`config.mk`:
```
export PLATFORM = sky130hd
export DESIGN_NAME = pat_det_ctrl
export DESIGN_NICKNAME = d
export VERILOG_FILES = /design/src/rtl/pat_det_ctrl.sv
export SDC_FILE = /design/constraint.sdc
export NUM_CORES = 1
export LEC_CHECK = 0
export BUFFER_PORTS_ARGS = -buffer_cell sky130_fd_sc_hd__buf_2
export CAP_MARGIN = 20
export CORE_UTILIZATION = 56
export DETAILED_ROUTE_END_ITERATION = 10
export PLACE_DENSITY_LB_ADDON = 0.3
export SLEW_MARGIN = 10
export SYNTH_ARGS = -nofsm -noshare
export SYNTH_HDL_FRONTEND = slang
export SYNTH_SLANG_ARGS = --single-unit
```
`constraint.sdc`:
```
create_clock -name clk -period 2.6 [get_ports clk]
set_input_delay 0.13 -clock clk [delete_from_list [all_inputs] [get_ports clk]]
set_output_delay 0.13 -clock clk [all_outputs]
set_load 0.01 [all_outputs]
```
`src/rtl/pat_det_ctrl.sv`:
```
// Programmable serial pattern detector: config handshake, arm/run/done sequencing, match counting.
// Optional bit-count timeout in RUN is enabled by defining PAT_DET_TIMEOUT_EN.
module pat_det_ctrl #(
   parameter int MAX_LEN = 8,
   parameter int CNT_W   = 8,
   parameter int TO_BITS = 64
) (
   input  logic               clk,
   input  logic               rst,
   input  logic               cfg_valid,
   output logic               cfg_ready,
   input  logic [MAX_LEN-1:0] cfg_pattern,
   input  logic [4:0]         cfg_len,
   input  logic               cfg_overlap,
   input  logic [CNT_W-1:0]   cfg_target,
   output logic               cfg_err,
   input  logic               start,
   input  logic               abort,
   input  logic               din,
   input  logic               din_valid,
   output logic               dout,
   output logic [CNT_W-1:0]   match_cnt,
   output logic               busy,
   output logic               done,
   output logic               timeout
);

   typedef enum logic [1:0] {S_IDLE, S_ARMED, S_RUN, S_DONE} state_t;

   state_t             state_q, state_d;
   logic [MAX_LEN-1:0] pat_q, pat_d, hist_q, hist_d, hist_sh, mask;
   logic [4:0]         len_q, len_d, fill_q, fill_d, fill_sh;
   logic               ovl_q, ovl_d;
   logic [CNT_W-1:0]   tgt_q, tgt_d, cnt_q, cnt_d, cnt_inc;
   logic               dout_q, dout_d, err_q, err_d;
   logic               hit, len_ok;

`ifdef PAT_DET_TIMEOUT_EN
   localparam int TO_W = $clog2(TO_BITS + 1);
   logic [TO_W-1:0] to_cnt_q, to_cnt_d, to_inc;
   logic            to_flag_q, to_flag_d;
`endif

   // Newest bit lands in hist[0], so hist[len-1] holds the first bit of the window.
   always_comb begin
      for (int i = 0; i < MAX_LEN; i++) mask[i] = (5'(i) < len_q);
      hist_sh = {hist_q[MAX_LEN-2:0], din};
      fill_sh = (fill_q >= len_q) ? len_q : fill_q + 5'd1;
      hit     = (fill_sh == len_q) && (((hist_sh ^ pat_q) & mask) == '0);
      cnt_inc = (&cnt_q) ? cnt_q : cnt_q + 1'b1;
      len_ok  = (cfg_len != 5'd0) && (cfg_len <= 5'(MAX_LEN));
   end

   always_comb begin
      state_d = state_q;
      pat_d   = pat_q;
      len_d   = len_q;
      ovl_d   = ovl_q;
      tgt_d   = tgt_q;
      hist_d  = hist_q;
      fill_d  = fill_q;
      cnt_d   = cnt_q;
      dout_d  = 1'b0;
      err_d   = 1'b0;
`ifdef PAT_DET_TIMEOUT_EN
      to_cnt_d  = to_cnt_q;
      to_flag_d = to_flag_q;
      to_inc    = to_cnt_q + 1'b1;
`endif
      if (abort) begin
         state_d = S_IDLE;
         cnt_d   = '0;
`ifdef PAT_DET_TIMEOUT_EN
         to_flag_d = 1'b0;
`endif
      end else begin
         case (state_q)
            S_IDLE: begin
               if (cfg_valid) begin
                  if (len_ok) begin
                     pat_d   = cfg_pattern;
                     len_d   = cfg_len;
                     ovl_d   = cfg_overlap;
                     tgt_d   = cfg_target;
                     state_d = S_ARMED;
                  end else begin
                     err_d = 1'b1;
                  end
               end
            end
            S_ARMED, S_DONE: begin
               if (start) begin
                  state_d = S_RUN;
                  hist_d  = '0;
                  fill_d  = '0;
                  cnt_d   = '0;
`ifdef PAT_DET_TIMEOUT_EN
                  to_cnt_d  = '0;
                  to_flag_d = 1'b0;
`endif
               end
            end
            S_RUN: begin
               if (din_valid) begin
                  hist_d = hist_sh;
                  fill_d = fill_sh;
                  if (hit) begin
                     dout_d = 1'b1;
                     cnt_d  = cnt_inc;
                     if (!ovl_q) fill_d = '0;
                     if (tgt_q != '0 && cnt_inc == tgt_q) state_d = S_DONE;
`ifdef PAT_DET_TIMEOUT_EN
                     to_cnt_d = '0;
                  end else begin
                     to_cnt_d = to_inc;
                     if (to_inc == TO_W'(TO_BITS)) begin
                        state_d   = S_DONE;
                        to_flag_d = 1'b1;
                     end
`endif
                  end
               end
            end
            default: state_d = S_IDLE;
         endcase
      end
   end

   always_ff @(posedge clk) begin
      if (rst) begin
         state_q <= S_IDLE;
         pat_q   <= '0;
         len_q   <= '0;
         ovl_q   <= 1'b0;
         tgt_q   <= '0;
         hist_q  <= '0;
         fill_q  <= '0;
         cnt_q   <= '0;
         dout_q  <= 1'b0;
         err_q   <= 1'b0;
      end else begin
         state_q <= state_d;
         pat_q   <= pat_d;
         len_q   <= len_d;
         ovl_q   <= ovl_d;
         tgt_q   <= tgt_d;
         hist_q  <= hist_d;
         fill_q  <= fill_d;
         cnt_q   <= cnt_d;
         dout_q  <= dout_d;
         err_q   <= err_d;
      end
   end

`ifdef PAT_DET_TIMEOUT_EN
   always_ff @(posedge clk) begin
      if (rst) begin
         to_cnt_q  <= '0;
         to_flag_q <= 1'b0;
      end else begin
         to_cnt_q  <= to_cnt_d;
         to_flag_q <= to_flag_d;
      end
   end
   assign timeout = to_flag_q;
`else
   assign timeout = 1'b0;
`endif

   assign cfg_ready = (state_q == S_IDLE);
   assign busy      = (state_q == S_RUN);
   assign done      = (state_q == S_DONE);
   assign dout      = dout_q;
   assign match_cnt = cnt_q;
   assign cfg_err   = err_q;

endmodule

```
Word-level counts from Yosys, hierarchy flattened:

Index checks and enable logic that the tools add are counted.

* reductions and logical operators: 17
* mux-type cells: 22
* add/subtract/negate cells: 2
* $lt $le $gt $ge: 10
* equal/unequal tests: 11
* bitwise logic cells: 7

Operators by type and width (number)
* $mux W8: 4
* $mux W5: 5
* $lt A3 B5 Y1 const A: 4
* $pmux W8 S2: 1
* $pmux W7 S2: 1
* $mux W2: 6
* $reduce_and A4 Y1: 3
* $lt A1 B5 Y1 const A: 2
* $lt A2 B5 Y1 const A: 2
* $pmux W5 S2: 1
* $add A8 B1 Y8 const B: 1
* $and A8 B8 Y8: 1
* $eq A8 B8 Y1: 1
* $logic_not A8 Y1: 1
* $reduce_and A8 Y1: 1
* $reduce_bool A8 Y1: 1
* $reduce_or A4 Y1: 2
* $xor A8 B8 Y8: 1
* $mux W7: 1
* $ne A2 B1 Y1 const B: 3
* $ne A2 B2 Y1 const B: 3
* $pmux W2 S3: 1
* $reduce_and A6 Y1: 1
* $add A5 B1 Y5 const B: 1
* other kinds (12): 21

* output and inout bits: 14
* bits of input ports: 29
* word-level logic and storage cells: 79
* flip-flop bits (word level): 46

Depth between registers and ports, before layout:

* depth after elaboration: 8
* mapped depth: 10

Least setup slack after synthesis:

OpenSTA, ideal clock, no wires.

* path kind: reg-to-reg
* start point: register len_q[1]
* end point: register cnt_q[4], in the netlist match_cnt[4]
* clock period less this slack: 2.247 ns
* setup time: 0.116 ns
* path buffers: 2
* required time: 2.484 ns
* data arrival time: 2.131 ns
* path slack: 0.353 ns
* stages on the path, launching flop included: 11
* path through: dfxtp_1 > clkbuf_1 > inv_1 > ha_1 > a211oi_1 > o21bai_1 > a21oi_2 > a211o_1 > buf_6 > a211oi_1 > a41o_1

* longest elaborated chain between the ends: 6

RTL lines
* start, declared: RTL line 32 `logic [4:0] len_q, len_d, fill_q, fill_d, fill_sh;`
* start signal, assigned: RTL line 144 `len_q <= len_d;`
* $ge A5 B5 Y1 (tied with other cells): RTL line 48 `fill_sh = (fill_q >= len_q) ? len_q : fill_q + 5'd1;`
* $mux W5 / $and A8 B8 Y8 (equally long branches): RTL line 48, 49
* $eq A5 B5 Y1 / $logic_not A8 Y1 (equally long branches): RTL line 49 `hit = (fill_sh == len_q) && (((hist_sh ^ pat_q) & mask) == '0);`
* $logic_and A1 B1 Y1 (*): RTL line 49
* $ne A2 B1 Y1 (no line) (*)
* $reduce_and A4 Y1 (no line) (*)
* end signal, assigned: RTL line 149 `cnt_q <= cnt_d;`
* end, declared: RTL line 34 `logic [CNT_W-1:0] tgt_q, tgt_d, cnt_q, cnt_d, cnt_inc;`

Mark *: on every way between the ends. The rest lies on a longest branch, timed or not.
A chain may end at the register's enable or synchronous reset.

Worst setup path in the final report:

* start point: register fill_q[0]
* end point: register cnt_q[7], in the netlist match_cnt[7]

* longest elaborated chain between the ends: 6

RTL lines
* start, declared: RTL line 32
* start signal, assigned: RTL line 148 `fill_q <= fill_d;`
* $add A5 B1 Y5 / $ge A5 B5 Y1 (equally long branches): RTL line 48
* $mux W5 (*): RTL line 48
* $eq A5 B5 Y1 (*): RTL line 49
* $logic_and A1 B1 Y1 (*): RTL line 49
* $ne A2 B1 Y1 (no line) (*)
* $reduce_and A4 Y1 (no line) (*)

Marked as above.

==> results by group <==
Timing
  • Worst Skew: 6.209 ps
  • Final slew viol count: 0
  • Final setup fails: 0
  • Slew headroom: 0.5653
  • Tmin final: 2363 ps
  • Slew @ Worst Pin: approximately 650 ps
  • RSZ-0062 raised after global routing: no
  • Final Hold Fails: 0
  • Fin Setup TNS: 0 ps
  • Fmax: roughly 420 MHz
  • Final period utilization: 0.9088

Synthesis
  • Simple-gate area share of the yosys netlist: 0.1965
  • Syn_nets: 340
  • Mean Syn Cell Area: 8.334 µm²
  • Compound-Gate Fraction of Synth Area: 0.1709
  • Adder-Cell Fraction of Synth Area: 0.03457
  • #FFs+latches synth: 46
  • Top post-synthesis cells by area: dfxtp_1 36%, mux2i_1 9.9%, nor2_1 6.4%, xnor2_1 5.5%, nand3_1 3.8%
  • Share of the synthesized area in the top cell type: 0.3635
  • Xor/xnor share of the synthesized area: 0.08988
  • Mapped Area: between 0.002 and 0.003 mm²
  • Post-synthesis mux area share: 0.1032
  • Ys Warns: 0
  • Most common cell in the netlist: dfxtp_1
  • Sequential-to-total area share from yosys stat: 0.3635
  • Largest family of logic cells by synthesized area: simple AND/OR/NAND/NOR gates
  • Main synth FF type: dfxtp_1
  • EDFF count, synth: 0
  • Count of different cell masters after synthesis: 51
  • Synth area leader: dfxtp_1
  • Most frequent cells after synthesis: 46 x dfxtp_1, 43 x nor2_1, 25 x mux2i_1
  • Synth Instances: just over 300
  • Asr flop ratio synth: 0

Critical path
  • CP Class: reg -> reg
  • Critical Path RT: about 2800 ps
  • Worst path arrival time: 2600 ps
  • Startpoint types: register
  • Critical path peak fanout: 11
  • Crit end category: register

Drt
  • Avg WL per Cell: around 15 µm
  • DR vias/cell: between 5 and 6
  • DRT Wirelength: 5.756 mm
  • TritonRoute pass-1 iters: 8
  • DRC: 1
  • Drt initial violations: 164
  • Vias post-DR: between 2,000 and 2,500
  • Routed Antenna Nets: 0

Clock tree
  • Clk pin slew, worst setup/hold paths: 90 ps
  • Clock Latency Late Sink: ~300 ps
  • Num CTS Buffers: 5
  • Root Buffer: clkbuf_8
  • CTS H-tree lvls: 2
  • Clock Tree Buf Depth: 2
  • CTS tree: yes
  • Post-CTS Setup Bufs: 0
  • Clk sinks: 46

Floorplan
  • Die width: 69.27 µm
  • I/O pin count: 43
  • Rows: 24
  • Initial core utilization: 0.5819
  • Core Area: 0.004354 mm²
  • Die height: about 69 µm
  • Die area: ~0.0048 mm²

Place
  • # placed instances: 388
  • GPL Wtd Cong: slightly above 0.9
  • HPWL reported at the end of detailed placement: ~4.2 mm
  • PortBufs: 41

Power and ir drop
  • P_leak: ~1.1 nW
  • Cell-internal power: 1.050 mW
  • Comb pwr share: 0.079
  • Total power: around 1.4 mW
  • P per Cell Area: approximately 480 mW/mm²
  • Max VDD drop: 375.9 µV
  • Switching share of power: 0.2412
  • Sw Pwr: approximately 330 µW
  • Sequential share of power: 0.522
  • Clock power frac: 0.399

Global route
  • Vias in the first global route: between 2,000 and 2,500
  • Largest net degree at the start of global routing: 35
  • Global route overflow: 0
  • First-pass GRT wire length: between 9 and 10 mm
  • Initial antenna violation count: 0
  • Gr usage total: 0.2466

Cells and area
  • Area delta synth->final: 13.93%
  • Layout Nets: about 380
  • Share of layout cells above drive strength 1: 0.1860
  • Ant. Diodes: 0
  • Non-Filler Instances: around 400
  • Number of fill cells: 376
  • Post-Route Utilization: 0.6629

Job
  • Max cap viols: 0

Min path
  • HP Class: in -> reg

Run status
  • Failing checks: design-rule violations
  • Outcome: complete, but fails checks
==> cells in the final DEF (no fill, tap or decap), types with 6 or more instances in the layout <==
cell type	instances
xnor2_1	16
o21ai_0	12
nor3_1	6
nand2_1	24
nor2_1	42
mux2i_1	25
dfxtp_1	46
a21oi_1	13
ha_1	7
xor2_1	10
nand3_1	19
and3_1	6
o22ai_1	6
buf_2	41
inv_1	8
==> area by class of cell <==
class	count	area [µm²]	area share
clock buffers	5	68.82	0.02384
inverters	10	37.54	0.01300
repair buffers	45	235.2	0.08149
multi-input cells	235	1515	0.5249
clock inverters	3	43.79	0.01517
well taps	52	65.06	0.02254
flip-flops and latches	46	920.9	0.3190
==> worst max-delay path, cell delays in order, from the launching register on <==
cell      delay, ps
dfxtp_1         410
ha_1            250
and3_1          210
nand2_1          80
a211oi_2        230
o211ai_1        170
a211o_2         430
a2111o_1        450
o211ai_2         60
==> power by group through the flow <==
| stage | registers [mW] | logic (mW) | clock network [mW] |
|---|---|---|---|
| 6_report | 0.722 | 0.110 | 0.552 |
| 4_1_cts | 0.722 | 0.109 | 0.556 |
| 3_3_place_gp | 0.738 | 0.106 | 0 |
| 3_5_place_dp | 0.739 | 0.107 | 0 |
| 5_1_grt | 0.724 | 0.119 | 0.581 |
| 2_1_floorplan | 0.735 | 0.0704 | 0 |
==> final timing paths <==
kind                  start      endpoint  slack, ps  cells after the start
max reg2reg       fill_q[0]  match_cnt[7]        240                      8
max               fill_q[0]  match_cnt[7]        240                      8
min          cfg_pattern[0]      pat_q[0]         60                      3
min reg2reg       hist_q[1]     hist_q[1]        490                      2
==> through the flow <==
stage | instance area [µm²] | hold WS (ps) | setup slack [ps]
3_3_place_gp | 2773 | 362.1 | 342.8
4_1_cts | 2885 | 57.43 | 210.1
3_5_place_dp | 2773 | 373.0 | 285.6
6_report | 2887 | 58.43 | 237.2
2_1_floorplan | 2534 | 255.9 | 353.1
5_1_grt | 2887 | 55.09 | 30.33
==> repair_timing <==
action                     CTS  global route
hold buffers                 0             0
gates resized for setup      0             1
setup endpoints to repair    0             2
==> state kept, by name (all words and copies together), names as in the netlist <==
name,count
match_cnt,8
pat_q,8
tgt_q,8
hist_q,7
fill_q,5
len_q,5
state_q,2
cfg_err,1
dout,1
ovl_q,1
==> cell families (layout without fill, tap and decap cells) <==
kind of cell             Yosys count  count (layout)
multiplexers                      26              26
adder cells (fa/ha/maj)            7               7
XOR/XNOR                          26              26
AO/OA/AOI/OAI                     64              64
other                              1               1
flip-flops                        46              46
AND/OR/NAND/NOR                  111             111
buffers and inverters             23              63
==> metal layers <==
| layer | global-route usage | wire length (µm) | share of wire | vias up |
|---|---|---|---|---|
| met5 | 0 | 0 | 0 | - |
| met3 | 0.04797 | 402 | 0.070 | 16 |
| met1 | 0.3294 | 2615 | 0.45 | 1081 |
| li1 | - | - | - | 1156 |
| met4 | 0.09070 | 120 | 0.021 | 0 |
| met2 | 0.3948 | 2618 | 0.45 | 107 |
No activity file was read; power rests on OpenSTA's default activity.
